<file path="src/rtl/ks_note_sequencer.sv">
// ks_note_sequencer
//   Steps one ks_string voice through a small programmable note table. Each
//   entry carries a period (0 = rest), a duration in tempo ticks (0 acts as 1),
//   a drum/string select and a last-entry flag. Per note the block latches the
//   entry, raises pluck_o for PLUCK_HOLD cycles, then holds the note until the
//   duration expires.
//
//   Build option: define KS_SEQ_LOOP_EN to add loop_i. When it is high at the
//   end of a sequence, playback wraps to entry 0 instead of finishing.
//
//   Ports
//     clk_i, rst_i      clock, synchronous active-high reset
//     tick_i            tempo tick strobe used for note durations
//     start_i, stop_i   begin playback at entry 0 / abort playback
//     wr_*_i            note table write port (usable in any state)
//     loop_i            wrap at sequence end (KS_SEQ_LOOP_EN only)
//     pluck_o, period_o, drum_string_no, freeze_o   to the ks_string voice
//     busy_o            high whenever not idle
//     step_o            index of the entry currently playing
//     done_o            one-cycle pulse when a sequence ends or is stopped
//
//   state     | meaning
//   IDLE      | waiting for start_i
//   FETCH     | latch table entry for the current step
//   PLUCK_HI  | pluck_o high for PLUCK_HOLD cycles
//   SUSTAIN   | note sounding until the duration expires
//   REST      | period 0: voice frozen until the duration expires
//   ADVANCE   | finish sequence or move to the next step
module ks_note_sequencer #(
    parameter int DATA_WIDTH = 8,
    parameter int DEPTH      = 16,
    parameter int DUR_WIDTH  = 8,
    parameter int PLUCK_HOLD = 4
) (
    input  logic                     clk_i,
    input  logic                     rst_i,
    input  logic                     tick_i,
    input  logic                     start_i,
    input  logic                     stop_i,
    input  logic                     wr_en_i,
    input  logic [$clog2(DEPTH)-1:0] wr_addr_i,
    input  logic [DATA_WIDTH-1:0]    wr_period_i,
    input  logic [DUR_WIDTH-1:0]     wr_dur_i,
    input  logic                     wr_drum_i,
    input  logic                     wr_last_i,
`ifdef KS_SEQ_LOOP_EN
    input  logic                     loop_i,
`endif
    output logic                     pluck_o,
    output logic [DATA_WIDTH-1:0]    period_o,
    output logic                     drum_string_no,
    output logic                     freeze_o,
    output logic                     busy_o,
    output logic [$clog2(DEPTH)-1:0] step_o,
    output logic                     done_o
);

    localparam int AW = $clog2(DEPTH);
    localparam int HW = $clog2(PLUCK_HOLD);

    localparam logic [2:0] S_IDLE    = 3'd0;
    localparam logic [2:0] S_FETCH   = 3'd1;
    localparam logic [2:0] S_PLUCK   = 3'd2;
    localparam logic [2:0] S_SUSTAIN = 3'd3;
    localparam logic [2:0] S_REST    = 3'd4;
    localparam logic [2:0] S_ADVANCE = 3'd5;

    logic [DATA_WIDTH-1:0] tbl_period_q [DEPTH];
    logic [DUR_WIDTH-1:0]  tbl_dur_q    [DEPTH];
    logic [DEPTH-1:0]      tbl_drum_q;
    logic [DEPTH-1:0]      tbl_last_q;

    logic [2:0]            state_q, state_d;
    logic [AW-1:0]         idx_q, idx_d;
    logic [AW-1:0]         step_q, step_d;
    logic [DATA_WIDTH-1:0] period_q, period_d;
    logic                  drum_q, drum_d;
    logic                  last_q, last_d;
    logic [DUR_WIDTH-1:0]  dur_q, dur_d;
    logic [HW-1:0]         hold_q, hold_d;
    logic                  done_q, done_d;

    logic [DUR_WIDTH-1:0]  dur_dec;
    logic                  seq_end;
    logic                  loop_wrap;

`ifdef KS_SEQ_LOOP_EN
    assign loop_wrap = loop_i;
`else
    assign loop_wrap = 1'b0;
`endif

    always_ff @(posedge clk_i) begin
        if (rst_i) begin
            for (int i = 0; i < DEPTH; i++) begin
                tbl_period_q[i] <= '0;
                tbl_dur_q[i]    <= '0;
            end
            tbl_drum_q <= '0;
            tbl_last_q <= '0;
        end else if (wr_en_i) begin
            tbl_period_q[wr_addr_i] <= wr_period_i;
            tbl_dur_q[wr_addr_i]    <= wr_dur_i;
            tbl_drum_q[wr_addr_i]   <= wr_drum_i;
            tbl_last_q[wr_addr_i]   <= wr_last_i;
        end
    end

    always_comb begin
        state_d  = state_q;
        idx_d    = idx_q;
        step_d   = step_q;
        period_d = period_q;
        drum_d   = drum_q;
        last_d   = last_q;
        dur_d    = dur_q;
        hold_d   = hold_q;
        done_d   = 1'b0;

        // Saturating decrement: a tick landing during PLUCK_HI may empty the
        // counter early, SUSTAIN then sees zero and leaves on its first cycle.
        dur_dec = (tick_i && dur_q != '0) ? dur_q - 1'b1 : dur_q;
        seq_end = last_q || (idx_q == AW'(DEPTH - 1));

        if (stop_i && state_q != S_IDLE) begin
            state_d = S_IDLE;
            done_d  = 1'b1;
        end else begin
            case (state_q)
                S_IDLE: begin
                    if (start_i && !stop_i) begin
                        state_d = S_FETCH;
                        idx_d   = '0;
                    end
                end
                S_FETCH: begin
                    period_d = tbl_period_q[idx_q];
                    drum_d   = tbl_drum_q[idx_q];
                    last_d   = tbl_last_q[idx_q];
                    step_d   = idx_q;
                    dur_d    = (tbl_dur_q[idx_q] == '0) ? DUR_WIDTH'(1) : tbl_dur_q[idx_q];
                    hold_d   = HW'(PLUCK_HOLD - 1);
                    state_d  = (tbl_period_q[idx_q] != '0) ? S_PLUCK : S_REST;
                end
                S_PLUCK: begin
                    dur_d = dur_dec;
                    if (hold_q == '0) begin
                        state_d = S_SUSTAIN;
                    end else begin
                        hold_d = hold_q - 1'b1;
                    end
                end
                S_SUSTAIN, S_REST: begin
                    dur_d = dur_dec;
                    if (dur_dec == '0) begin
                        state_d = S_ADVANCE;
                    end
                end
                S_ADVANCE: begin
                    if (!seq_end) begin
                        idx_d   = idx_q + 1'b1;
                        state_d = S_FETCH;
                    end else if (loop_wrap) begin
                        idx_d   = '0;
                        state_d = S_FETCH;
                    end else begin
                        state_d = S_IDLE;
                        done_d  = 1'b1;
                    end
                end
                default: state_d = S_IDLE;
            endcase
        end
    end

    always_ff @(posedge clk_i) begin
        if (rst_i) begin
            state_q  <= S_IDLE;
            idx_q    <= '0;
            step_q   <= '0;
            period_q <= '0;
            drum_q   <= 1'b0;
            last_q   <= 1'b0;
            dur_q    <= '0;
            hold_q   <= '0;
            done_q   <= 1'b0;
        end else begin
            state_q  <= state_d;
            idx_q    <= idx_d;
            step_q   <= step_d;
            period_q <= period_d;
            drum_q   <= drum_d;
            last_q   <= last_d;
            dur_q    <= dur_d;
            hold_q   <= hold_d;
            done_q   <= done_d;
        end
    end

    assign pluck_o        = (state_q == S_PLUCK);
    assign freeze_o       = (state_q == S_REST);
    assign busy_o         = (state_q != S_IDLE);
    assign done_o         = done_q;
    assign period_o       = period_q;
    assign drum_string_no = drum_q;
    assign step_o         = step_q;

endmodule

</file>
<file path="config.mk">
export PLATFORM = sky130hd
export DESIGN_NAME = ks_note_sequencer
export DESIGN_NICKNAME = d
export VERILOG_FILES = /design/src/rtl/ks_note_sequencer.sv
export SDC_FILE = /design/constraint.sdc
export NUM_CORES = 1
export LEC_CHECK = 0
export BUFFER_PORTS_ARGS = -buffer_cell sky130_fd_sc_hd__buf_2
export CORE_UTILIZATION = 50
export DETAILED_ROUTE_END_ITERATION = 7
export HOLD_SLACK_MARGIN = 0.15
export PLACE_DENSITY = 0.73
export SYNTH_ARGS = -nofsm -noshare
export SYNTH_HDL_FRONTEND = slang
export SYNTH_SLANG_ARGS = --single-unit
</file>
<file path="constraint.sdc">
create_clock -name clk_i -period 2.37 [get_ports clk_i]
set_input_delay 0.474 -clock clk_i [delete_from_list [all_inputs] [get_ports clk_i]]
set_output_delay 0.474 -clock clk_i [all_outputs]
set_load 0.005 [all_outputs]
</file>
=== Yosys cells after proc, flatten, opt, wreduce, memory -nomap -nowiden ===
Memory sizes are Yosys's and may differ from the RTL's. A register that Yosys moved wholly into a read port is not among the register bits.
Index checks and enable logic that the tools add are counted.

* Add/sub/neg operators: 3
* Order comparisons: 3
* Equal/unequal tests: 11
* Mux-type cells: 40
* Bitwise logic cells: 1
* Reductions and logical operators: 26

{| class="wikitable"
|+ Operators with widths
! cell !! number
|-
| $bwmux W16 || 2
|-
| $mux W4 || 8
|-
| $mux W8 || 4
|-
| $logic_not A8 Y1 || 2
|-
| $pmux W8 S2 || 1
|-
| $reduce_bool A8 Y1 || 2
|-
| $reduce_or A8 Y1 || 2
|-
| $pmux W3 S5 || 1
|-
| $mux W1 || 14
|-
| $mux W3 || 4
|-
| $lt A4 B5 Y1 const B || 2
|-
| $bmux W1 S4 || 2
|-
| $ne A2 B2 Y1 const B || 4
|-
| $pmux W4 S2 || 1
|-
| $sub A8 B1 Y8 const B || 1
|-
| $eq A3 B2 Y1 const B || 2
|-
| $eq A3 B3 Y1 const B || 2
|-
| $reduce_and A3 Y1 || 2
|-
| $reduce_bool A2 Y1 || 3
|-
| $add A4 B1 Y4 const B || 1
|-
| $demux W1 S4 || 1
|-
| $eq A4 B4 Y1 const B || 1
|-
| $ge A4 B1 Y1 const B || 1
|-
| $logic_and A1 B1 Y1 || 4
|-
| 15 further kinds || 17
|}

* Bits in registers: 64
* Bits in writable memories: 256
* Input port bits: 28
* Memories: 2

{| class="wikitable"
|+ Memory list
! name !! words !! width !! rd ports !! clocked after Yosys merged registers in !! wr ports !! line !! source
|-
| tbl_dur_q || 16 || 8 || 1 || 1 || 16 || 69 || <nowiki>logic [DUR_WIDTH-1:0] tbl_dur_q [DEPTH];</nowiki>
|-
| tbl_period_q || 16 || 8 || 1 || 1 || 16 || 68 || <nowiki>logic [DATA_WIDTH-1:0] tbl_period_q [DEPTH];</nowiki>
|}

=== Depth between registers and ports, before layout ===
* Depth in word-level cells: 6
* Depth in mapped cells: 10

=== Worst setup path before layout ===
Ideal clock, no wire load.

* Kind: reg2reg
* From: register (tool-made name)
* To: register state_q[2]
* Library setup time: 79 ps
* Arrival time: 2391 ps
* Required time: 2291 ps
* Path slack: -101 ps
* Stages on the path, launching flop included: 10
* Buffers on the path: 3
* Period minus slack after synthesis: 2471 ps
* Path through: dfxtp_1 > buf_2 > buf_2 > buf_1 > mux4_2 > a22oi_1 > nand2_1 > or2_2 > o311a_1 > a211oi_2

{| class="wikitable"
|+ RTL lines
! element !! line !! source
|-
| end signal, assigned || 188 || <nowiki>state_q <= state_d;</nowiki>
|-
| end, declared || 73 || <nowiki>logic [2:0] state_q, state_d;</nowiki>
|}

==> impl_metrics.ini <==
[synth]
synth-seq-cells = 324
synth_top_family_by_area = simple AND/OR/NAND/NOR gates
syn-instance-count = 1053
post_synth_mux_area_share_pct = 12.80
synth-simple-area-share_pct = 15.79
synth_flop_cell = edfxtp_1
synth_cell_types = 55
ys_seq_area_share_pct = 61.67
synth_fa_ha_area_share_pct = 0.3411
synthTopCellsByArea = edfxtp_1 (52%), mux4_2 (11%), and2_1 (11%), dfxtp_1 (9.3%), a22o_1 (1.9%)
yosysWarnings = 0
syn_area_per_cell_sq_um = 13.93
synth_area_sq_mm = 0.01467
synthXorXnorAreaFrac_pct = 0.1194
yosysTopAreaCell = edfxtp_1
syn_nets = 1085
yosysTopAreaCellShare_pct = 52.40
synth-edff-count = 256
async_flop_share_pct = 0
synth_compound_area_share_pct = 6.294

[setup_path]
cp_slowest_cell = or4_4
crit_chain = buf_12 > mux4_2 > a22oi_2 > nand2_1 > or4_4 > o311a_1 > a211oi_2
crit_path_max_incr_delay_ns = 0.55
crit_family = compound AO/OA/AOI/OAI gates
reg2regPathDepth = 7
cp-start-kind = register
rr_endpoint = state_q[2]
path_class = reg2reg
endpoint_kind = register
required_ns = 2.79
reg2reg_slack_ns = -0.15
arrival_ns = 2.95
path_max_fanout = 8
critPathBufInv = 1

[route]
drt_wl_total_microns = 37060
vias_per_cell = 5.907
drc_errors = 0
drtPass1Iterations = 5
drtIter0Drc = 1073
wl_per_cell_microns = 23.46
ant_nets = 0
num_vias = 9333

[finish]
antenna_cells = 0
syn2layout_area_growth_pct = 17.87
nets = 1204
drive_gt1_share_pct = 26.42

[floorplanning]
fp.dieW_microns = 173.3
die_y_microns = 173.3
ioPinCount = 45
fp.dieArea_sq_mm = 0.03003
num_rows = 62
core_area_sq_mm = 0.02878
start_util_pct = 50.98

[sta]
maxSlewViolCount = 0
period_share_pct = 106.4
worst_pin_slew_ns = 0.8058
finalSetupViolCount = 4
setup_slack_ns = -0.1523
min_period_ns = 2.522
fin_hold_ws_ns = 0.4341
hold_violations = 0
rsz0062_at_grt = yes
relSlewSlack_pct = 45.92
finClkSkew_ns = 0.01233
tns_ns = -0.2858
max_freq_mhz = 396.5

[status]
status = complete, but fails checks
violations = setup timing

[clock_network]
cts_buffer_depth = 3
cts_htree_levels = 2
clock_latency_ns = 0.51
cts_sinks = 324
cts_hold_buf = 0
cts_root_buffer = clkbuf_16
clk_pin_slew_worst_paths_ns = 0.06
cts_tree = yes
cts_buffers = 35

[global_route]
antenna_found_initial = 1
grt_pass1_vias = 9321
overflow = 0
grt_pass1_wl_microns = 56770
track_usage_pct = 25.27
grt_max_degree = 32

[power_and_ir_drop]
power_leakage_nw = 6.253
power_mw = 13.60
ir_worst_vdd_uv = 392.6
power_density_mw_per_mm2 = 786.6

[run]
maxCapViolations = 0

[placement]
place_congestion = 0.9147
portBuffers = 44
place.detailed.hpwl_microns = 24040

[worst_hold_path]
holdCritStartpoint = stop_i
hold_depth = 4
hold_path_class = in2reg
min_delay_worst_endpoint = done_o
[worst register-to-register path, cell delays in order, from the launching register on]
cell and delay [ns]:
dfxtp_4 0.42, buf_12 0.15, mux4_2 0.52, a22oi_2 0.20
nand2_1 0.10, or4_4 0.55, o311a_1 0.32, a211oi_2 0.18
[cells in the mapped netlist, types with 4 or more instances]
cell type  count
dfxtp_1       68
nand2b_1       4
clkbuf_1      56
a22o_1        32
mux4_2        74
ha_1           4
nor4_1         4
nor2_1        40
mux4_1         5
a211oi_1       6
a22oi_1       16
o21ai_0       17
mux2i_1        8
o311ai_0       4
edfxtp_1     256
a31oi_1        6
nor3_1        17
a21oi_1       33
buf_1          8
or4_1          4
inv_1         24
nor2b_1        5
and2_1       259
or3_1          6
nand2_1       47
[metal layers]
| layer | up-vias | track usage, % | wire, microns |
|---|---|---|---|
| met5 | - | 0 | 0 |
| met1 | 4732 | 35.27 | 15350 |
| li1 | 4134 | - | - |
| met3 | 58 | 4.342 | 3036 |
| met2 | 409 | 40.81 | 17760 |
| met4 | 0 | 7.485 | 923 |
[worst max path at each step]
stage                   from         end  slack (ns)  depth (start not counted)
finish              register  state_q[2]       -0.15                          7
global route        register  state_q[2]       -0.24                          7
CTS                 register  state_q[2]       -0.16                          7
detailed placement  register  state_q[2]       -0.23                          7
global placement    register  state_q[2]       -0.21                          7
floorplan           register  state_q[2]       0.006                          8
[state kept, by name (all words and copies together) (netlist names), named ones only]
name,flops
period_o,8
done_o,1
hold_q,2
tbl_drum_q,16
state_q,3
last_q,1
dur_q,8
tbl_dur_q,128
step_o,4
idx_q,4
tbl_last_q,16
tbl_period_q,128
drum_string_no,1
[where the power goes]
part / total, mW / internal (mW) / switching, mW
Sequential: 6.63 / 6.48 / 0.151
Combinational: 1.74 / 0.734 / 1.01
Clock: 5.23 / 3.05 / 2.18
[cell type report]
class / count / area [sq um]
clock buffers: 42 / 944.7
repair buffers: 156 / 1295
flip-flops and latches: 324 / 9056
well taps: 384 / 480.5
multi-input cells: 630 / 5285
clock inverters: 19 / 138.9
inverters: 25 / 93.84
fillers: 2187 / 11490
[cells by family after synthesis]
logic type,after synthesis
adder cells (fa/ha/maj),4
AND/OR/NAND/NOR,405
flip-flops,324
buffers and inverters,99
XOR/XNOR,2
multiplexers,87
AO/OA/AOI/OAI,132
[what timing repair did]
action	4_1_cts	5_1_grt
pin swaps	6	0
setup buffers	5	5
setup endpoints to repair	3	11
resized for setup	12	23
gates cloned	1	0
[metrics by stage]
step                      area, sq um  util (%)  worst slack (ns)  std cells
after global routing            17290     60.09           -0.2379       1580
final                           17290     60.09           -0.1523       1580
after CTS                       17200     59.76           -0.1607       1575
after floorplan                 14680         -          0.006227       1053
after global placement          16000     55.61           -0.2096       1508
after detailed placement        16000     55.61           -0.2314       1508
[cells in the final DEF (no fill, tap or decap), drive strengths merged, types with 8 or more instances in the layout]
cell type	n
nor3	17
mux4	79
inv	25
buf	156
edfxtp	256
a21oi	33
and2	260
nor2	40
clkinv	15
clkbuf	42
dfxtp	68
nand2	47
a22o	32
mux2i	8
o21ai	19
a22oi	16
Power figures use the tool's default switching activity.
